$ cat config.mk
export PLATFORM = sky130hd
export DESIGN_NAME = imem_loader
export DESIGN_NICKNAME = d
export VERILOG_FILES = /design/src/rtl/imem_loader.sv
export SDC_FILE = /design/constraint.sdc
export NUM_CORES = 1
export LEC_CHECK = 0
export CAP_MARGIN = 0
export CELL_PAD_IN_SITES_DETAIL_PLACEMENT = 1
export CELL_PAD_IN_SITES_GLOBAL_PLACEMENT = 1
export CORE_AREA = 2 2 126 128
export DETAILED_ROUTE_END_ITERATION = 12
export DIE_AREA = 0 0 128 130
export PLACE_DENSITY_LB_ADDON = 0.1
export SLEW_MARGIN = 20
export SYNTH_ARGS = -nofsm -noshare
export SYNTH_HDL_FRONTEND = slang
export SYNTH_SLANG_ARGS = --single-unit
export TNS_END_PERCENT = 50
$ cat constraint.sdc
create_clock -name CLK -period 3.9 [get_ports CLK]
set_input_delay 0.78 -clock CLK [delete_from_list [all_inputs] [get_ports CLK]]
set_output_delay 0.78 -clock CLK [all_outputs]
set_load 0.01 [all_outputs]
$ cat src/rtl/imem_loader.sv
// UART (8N1) boot loader: streams a length-prefixed little-endian image into instruction memory, then releases the CPU.
// Optional trailing 8-bit checksum byte is enabled with `define IMEM_LOADER_CHECKSUM_EN.
module imem_loader #(
   parameter int CLK_DIV     = 868,
   parameter int DEPTH_WORDS = 1024
) (
   input  logic        CLK,
   input  logic        RST,
   input  logic        rx,
   output logic        imem_we,
   output logic [31:0] imem_waddr,
   output logic [31:0] imem_wdata,
   output logic        cpu_run,
   output logic        busy,
   output logic        err,
   output logic [4:0]  dbg_state
);

   typedef enum logic [1:0] {R_IDLE, R_START, R_BITS, R_STOP} rx_state_t;
   typedef enum logic [2:0] {L_LEN0, L_LEN1, L_DATA, L_CSUM, L_DONE, L_ERROR} ld_state_t;

   localparam int              CW      = $clog2(CLK_DIV);
   localparam logic [CW-1:0]   HALF_M1 = CW'(CLK_DIV / 2 - 1);
   localparam logic [CW-1:0]   FULL_M1 = CW'(CLK_DIV - 1);
   localparam logic [16:0]     DEPTH_L = 17'(DEPTH_WORDS);

   rx_state_t     rx_state_q, rx_state_d;
   ld_state_t     ld_state_q, ld_state_d;
   logic          rx_s1_q, rx_s1_d, rx_s2_q, rx_s2_d, rx_prev_q, rx_prev_d;
   logic [CW-1:0] cnt_q, cnt_d;
   logic [2:0]    bit_idx_q, bit_idx_d;
   logic [7:0]    shift_q, shift_d;
   logic          byte_valid_q, byte_valid_d, frame_err_q, frame_err_d;
   logic [15:0]   len_q, len_d, word_idx_q, word_idx_d;
   logic [1:0]    byte_idx_q, byte_idx_d;
   logic [23:0]   buf_q, buf_d;
   logic          imem_we_q, imem_we_d;
   logic [31:0]   waddr_q, waddr_d, wdata_q, wdata_d;
`ifdef IMEM_LOADER_CHECKSUM_EN
   logic [7:0]    sum_q, sum_d;
`endif

   always_ff @(posedge CLK or negedge RST) begin
      if (!RST) begin
         rx_s1_q      <= 1'b1;
         rx_s2_q      <= 1'b1;
         rx_prev_q    <= 1'b1;
         rx_state_q   <= R_IDLE;
         cnt_q        <= '0;
         bit_idx_q    <= '0;
         shift_q      <= '0;
         byte_valid_q <= 1'b0;
         frame_err_q  <= 1'b0;
         ld_state_q   <= L_LEN0;
         len_q        <= '0;
         word_idx_q   <= '0;
         byte_idx_q   <= '0;
         buf_q        <= '0;
         imem_we_q    <= 1'b0;
         waddr_q      <= '0;
         wdata_q      <= '0;
`ifdef IMEM_LOADER_CHECKSUM_EN
         sum_q        <= '0;
`endif
      end else begin
         rx_s1_q      <= rx_s1_d;
         rx_s2_q      <= rx_s2_d;
         rx_prev_q    <= rx_prev_d;
         rx_state_q   <= rx_state_d;
         cnt_q        <= cnt_d;
         bit_idx_q    <= bit_idx_d;
         shift_q      <= shift_d;
         byte_valid_q <= byte_valid_d;
         frame_err_q  <= frame_err_d;
         ld_state_q   <= ld_state_d;
         len_q        <= len_d;
         word_idx_q   <= word_idx_d;
         byte_idx_q   <= byte_idx_d;
         buf_q        <= buf_d;
         imem_we_q    <= imem_we_d;
         waddr_q      <= waddr_d;
         wdata_q      <= wdata_d;
`ifdef IMEM_LOADER_CHECKSUM_EN
         sum_q        <= sum_d;
`endif
      end
   end

   // Receiver: start bit is re-checked at mid-bit, then every later sample lands mid-bit.
   always_comb begin
      rx_s1_d      = rx;
      rx_s2_d      = rx_s1_q;
      rx_prev_d    = rx_s2_q;
      rx_state_d   = rx_state_q;
      cnt_d        = cnt_q;
      bit_idx_d    = bit_idx_q;
      shift_d      = shift_q;
      byte_valid_d = 1'b0;
      frame_err_d  = 1'b0;
      case (rx_state_q)
         R_IDLE: begin
            if (rx_prev_q && !rx_s2_q) begin
               rx_state_d = R_START;
               cnt_d      = '0;
            end
         end
         R_START: begin
            if (cnt_q == HALF_M1) begin
               cnt_d      = '0;
               bit_idx_d  = '0;
               rx_state_d = rx_s2_q ? R_IDLE : R_BITS;
            end else begin
               cnt_d = cnt_q + 1'b1;
            end
         end
         R_BITS: begin
            if (cnt_q == FULL_M1) begin
               cnt_d     = '0;
               shift_d   = {rx_s2_q, shift_q[7:1]};
               bit_idx_d = bit_idx_q + 3'd1;
               if (bit_idx_q == 3'd7) rx_state_d = R_STOP;
            end else begin
               cnt_d = cnt_q + 1'b1;
            end
         end
         R_STOP: begin
            if (cnt_q == FULL_M1) begin
               cnt_d        = '0;
               byte_valid_d = rx_s2_q;
               frame_err_d  = !rx_s2_q;
               rx_state_d   = R_IDLE;
            end else begin
               cnt_d = cnt_q + 1'b1;
            end
         end
         default: rx_state_d = R_IDLE;
      endcase
   end

   // Loader: completion is taken in the strobe cycle so cpu_run never overlaps imem_we.
   always_comb begin
      ld_state_d = ld_state_q;
      len_d      = len_q;
      word_idx_d = word_idx_q;
      byte_idx_d = byte_idx_q;
      buf_d      = buf_q;
      imem_we_d  = 1'b0;
      waddr_d    = waddr_q;
      wdata_d    = wdata_q;
`ifdef IMEM_LOADER_CHECKSUM_EN
      sum_d      = sum_q;
`endif
      if (frame_err_q && (ld_state_q inside {L_LEN0, L_LEN1, L_DATA, L_CSUM})) begin
         ld_state_d = L_ERROR;
      end else begin
         case (ld_state_q)
            L_LEN0: begin
               if (byte_valid_q) begin
                  len_d      = {8'h00, shift_q};
                  ld_state_d = L_LEN1;
               end
            end
            L_LEN1: begin
               if (byte_valid_q) begin
                  len_d = {shift_q, len_q[7:0]};
                  if ({1'b0, shift_q, len_q[7:0]} > DEPTH_L) ld_state_d = L_ERROR;
`ifdef IMEM_LOADER_CHECKSUM_EN
                  else if ({shift_q, len_q[7:0]} == 16'h0000) ld_state_d = L_CSUM;
`else
                  else if ({shift_q, len_q[7:0]} == 16'h0000) ld_state_d = L_DONE;
`endif
                  else ld_state_d = L_DATA;
               end
            end
            L_DATA: begin
               if (imem_we_q && (word_idx_q == len_q)) begin
`ifdef IMEM_LOADER_CHECKSUM_EN
                  ld_state_d = L_CSUM;
`else
                  ld_state_d = L_DONE;
`endif
               end else if (byte_valid_q) begin
                  buf_d      = {shift_q, buf_q[23:8]};
                  byte_idx_d = byte_idx_q + 2'd1;
`ifdef IMEM_LOADER_CHECKSUM_EN
                  sum_d      = sum_q + shift_q;
`endif
                  if (byte_idx_q == 2'd3) begin
                     imem_we_d  = 1'b1;
                     waddr_d    = {14'b0, word_idx_q, 2'b00};
                     wdata_d    = {shift_q, buf_q};
                     word_idx_d = word_idx_q + 16'd1;
                  end
               end
            end
`ifdef IMEM_LOADER_CHECKSUM_EN
            L_CSUM: begin
               if (byte_valid_q) ld_state_d = (shift_q == sum_q) ? L_DONE : L_ERROR;
            end
`endif
            default: ;
         endcase
      end
   end

   assign imem_we    = imem_we_q;
   assign imem_waddr = waddr_q;
   assign imem_wdata = wdata_q;
   assign cpu_run    = (ld_state_q == L_DONE);
   assign err        = (ld_state_q == L_ERROR);
   assign busy       = ld_state_q inside {L_LEN1, L_DATA, L_CSUM};
   assign dbg_state  = {rx_state_q, ld_state_q};

endmodule

# [Word-level counts from Yosys, hierarchy flattened]
# Index checks and enable logic that the tools add are counted.
# Widths: inputs -> output; s select.
[totals] out_inout_bits=73 wordCells=103 register_bits=138 inputBits=3
[classes] eq_ne=23 n_lt_le_gt_ge=1 n_addsub=4 n_reduce_logical=21 n_bitwise=3 n_mux=33
[ops] operator="$mux 16" count=2
[ops] operator="$pmux 16 s2" count=1
[ops] operator="$mux 10" count=3
[ops] operator="$pmux 10 s3" count=1
[ops] operator="$mux 3" count=8
[ops] operator="$add 16x1->16 const B" count=1
[ops] operator="$eq 16x16->1" count=1
[ops] operator="$gt 16x11->1 const B" count=1
[ops] operator="$logic_not 16->1" count=1
[ops] operator="$reduce_and 4->1" count=4
[ops] operator="$ne 2x2->1 const B" count=7
[ops] operator="$mux 2" count=6
[ops] operator="$add 10x1->10 const B" count=1
[ops] operator="$eq 10x10->1 const B" count=1
[ops] operator="$eq 10x9->1 const B" count=1
[ops] operator="$reduce_and 5->1" count=2
[ops] operator="$eq 3x3->1 const B" count=3
[ops] operator="$mux 1" count=9
[ops] operator="$pmux 3 s3" count=1
[ops] operator="$pmux 2 s4" count=1
[ops] operator="$reduce_bool 4->1" count=2
[ops] operator="$eq 2x2->1 const B" count=3
[ops] operator="$eq 3x2->1 const B" count=2
[ops] operator="$ne 3x2->1 const B" count=2
[ops] operator="16 further kinds" count=21

# [Longest topological paths before layout]
[logic_depth] depth_word=6 mapped_depth=9 mapped_depth_nobuf=8

# [Worst setup path before layout]
# Ideal clock, no wire load.
[synth_timing] kind="register to register" start="reg word_idx_q[11]" end="reg buf_q[10]" setup_slack_ps=1935 t_arrival_ps=1840 stages_incl_launch_ff=9 required_ps=3775 cell_sequence="dfrtp_1 -> xor2_1 -> nor4_1 -> and3_1 -> nand2_2 -> and3_4 -> buf_6 -> buf_6 -> mux2_4"
[synth_between] elab_chain_cells=4
[synth_rtl] element="from (decl)" line="34" source="logic [15:0] len_q, len_d, word_idx_q, word_idx_d;"
[synth_rtl] element="from (signal assigned)" line="77" source="word_idx_q <= word_idx_d;"
[synth_rtl] element="$eq 16x16->1" line="176" source="if (imem_we_q && (word_idx_q == len_q)) begin"
[synth_rtl] element="$logic_and 1x1->1" line="176"
[synth_rtl] element="$not 1->1 (no source line)"
[synth_rtl] element="$reduce_and 4->1 (no source line)"
[synth_rtl] element="to (signal assigned)" line="79" source="buf_q <= buf_d;"
[synth_rtl] element="to (decl)" line="36" source="logic [23:0] buf_q, buf_d;"
# No other way between the ends.
# A chain may end at the register's enable or synchronous reset.

# [Worst setup path after layout]
[layout_timing] start="reg word_idx_q[11]" end="reg wdata_q[22], in the netlist imem_wdata[22]"
[layout_between] elab_chain_cells=4
[layout_rtl] element="$eq 16x16->1" line="176"
[layout_rtl] element="$logic_and 1x1->1" line="176"
[layout_rtl] element="$not 1->1 (no source line)"
[layout_rtl] element="$reduce_and 5->1 (no source line)"
[layout_rtl] element="to (signal assigned)" line="82" source="wdata_q <= wdata_d;"
[layout_rtl] element="to (decl)" line="38" source="logic [31:0] waddr_q, waddr_d, wdata_q, wdata_d;"
# No other way between the ends.

==> impl_metrics.ini <==
[die]
initial_core_util = 0.390
die_h_um = 130
die_w_um = 128
die-area_um2 = 16600
fp-row-count = 46
num_io_pins = 76
coreArea_um2 = 15400

[global_routing]
grtUsageTotal = 0.163
grt_pass1_wl_um = 20900
grt_start_max_net_pins = 65
antenna_found_initial = 0
grt-ovfl-total = 0
grt_pass1_vias = 3930

[sta]
max_freq_mhz = 371
min_period_ns = 2.70
hold_ws_ns = 0.342
setup_ws_ns = 1.20
setup_viol = 0
relSlewSlack = 0.460
worstMarginPinSlew_ns = 0.804
rsz0062_at_grt = no
finClkSkew_ns = 0.00623
hold_viol_final = 0
tns_ns = 0
finalMaxSlewViolations = 0
fin_crit_sh = 0.691

[place]
place_ws_ns = 1.16
dp_hpwl_um = 8560
dp_cells = 693
gp_congestion = 0.740
dpl_cell_area_um2 = 6730
port_buffers = 59

[power_and_ir_drop]
ir_drop_mv = 0.284
p_per_area_nw_per_um2 = 453
power_mw = 3.32
leakagePower_nw = 3.50

[finish]
final_util = 0.475
nFillCells = 1592
area_growth_pct = 21.8
final_cell_mix = 135 x dfrtp_1, 72 x mux2_2, 58 x clkdlybuf4s50_1
nets = 529
layout-drive-gt1-share = 0.252
final_common_cell = dfrtp_1
instances_no_fill = 724
num_antenna_cells = 0
design_area_um2 = 7330

[setup_path]
reg2reg_depth = 7
required_ns = 4.20
r2r-start = word_idx_q[11]
critPathLaunchType = flip-flop
worstPathMaxFanout = 23
worst_ep_arrival_time_ns = 2.99
critPathKind = flip-flop to flip-flop
rrSetupSlack_ns = 1.20
crit_path_end_kind = flip-flop
timing.rr.end = imem_wdata[22]

[route]
wire_per_inst_um = 17.3
first_iter_violations = 158
ant_nets = 0
wl_um = 12500
vias = 3697
drc = 0
first_pass_iters = 4
vias_per_cell = 5.11

[clocking]
root_buffer = clkbuf_16
tritoncts = done
htreeDepth = 4
numCtsBuffers = 17
cts_max_path_buffers = 2
cts.reportedPaths.clkPinSlew_ns = 0.06
cts.sinks = 138
cts_setup_buffers = 0
holdBufCountCts = 0
insertion_delay_ns = 0.41
cts_resized = 0

[synth]
synth.cell_area_um2 = 6020
synth_edf_count = 0
ys_ff_latch = 138
synth_cell_types = 46
synthCells = 454
ys.flop_type = dfrtp_1
yosysWarnings = 0
avgSynthCellArea_um2 = 13.3
synthArstFlopShare = 1.00
ys_seq_area_frac = 0.575

[min_path]
hp-class = input pin to asynchronous set/reset pin

[job]
maxCapViolations = 0

[status]
status = completed
==> how the worst max path moves through the flow <==
stage | end | start | depth (start not counted) | slack (ns)
after floorplan | buf_q[10] | word_idx_q[11] | 8 | 1.94
after global placement | imem_wdata[30] | word_idx_q[11] | 7 | 1.25
after detailed placement | imem_wdata[22] | word_idx_q[11] | 7 | 1.16
after CTS | imem_wdata[23] | word_idx_q[11] | 7 | 1.15
after global routing | imem_wdata[23] | word_idx_q[1] | 7 | 1.0
final | imem_wdata[22] | word_idx_q[11] | 7 | 1.20
==> synth_stat cells, types with 9 or more instances <==
library cell	number	share of area
a22o_1	9	0.013
and3_1	10	0.010
buf_4	16	0.020
dfrtp_1	135	0.56
mux2_2	72	0.13
mux2_4	19	0.047
nand2_1	20	0.012
nand3_1	17	0.014
nand4_1	13	0.014
nor2_1	13	0.0081
o21ai_0	12	0.010
xnor2_1	28	0.041
==> sequential cells by signal, indices dropped and copies added, names as in the netlist, 8 cells and up, named ones only <==
name / cells
shift_q: 8
buf_q: 24
imem_waddr: 16
len_q: 16
imem_wdata: 32
word_idx_q: 16
cnt_q: 10
==> cell type report <==
| class | instances | area (um2) | share of cell area |
|---|---|---|---|
| sequential | 138 | 3460 | 0.472 |
| clock inverter | 11 | 146 | 0.0200 |
| timing repair buffer | 64 | 629 | 0.0859 |
| multi-input combinational | 292 | 2380 | 0.325 |
| inverter | 7 | 26.3 | 0.00359 |
| tap | 192 | 240 | 0.0328 |
| clock buffer | 20 | 447 | 0.0610 |
==> routing by layer <==
metal / global-route usage / share of wire
met5: 0 / 0
met2: 0.261 / 0.49
met1: 0.217 / 0.47
met4: 0.0627 / 0.014
met3: 0.0394 / 0.025
==> cells by family (layout without fill, tap and decap cells) <==
group	Yosys count	count (layout)	synth area share
muxes	92	92	0.184
xor gates and xnor gates	35	35	0.0510
DFF	138	138	0.575
and+or+nand+nor	103	103	0.0915
adders and majority gates	6	6	0.0125
AOI/OAI and AO/OA	40	40	0.0464
buffers and inverters	39	102	0.0395
other	1	16	0.000623
==> report_power, final <==
group	switching [mW]	internal (mW)
Sequential	0.0441	1.46
Clock	0.591	1.02
Combinational	0.138	0.0700
Total	0.773	2.55
==> worst max-delay path, stage by stage, from the launching register on <==
cell and delay [ns]:
dfrtp_1 0.44, xor2_1 0.19, nor4_1 0.26, and3_1 0.23, nand2_2 0.20, nand2_2 0.53
buf_4 0.35, mux2_2 0.37
Power figures use the tool's default switching activity.
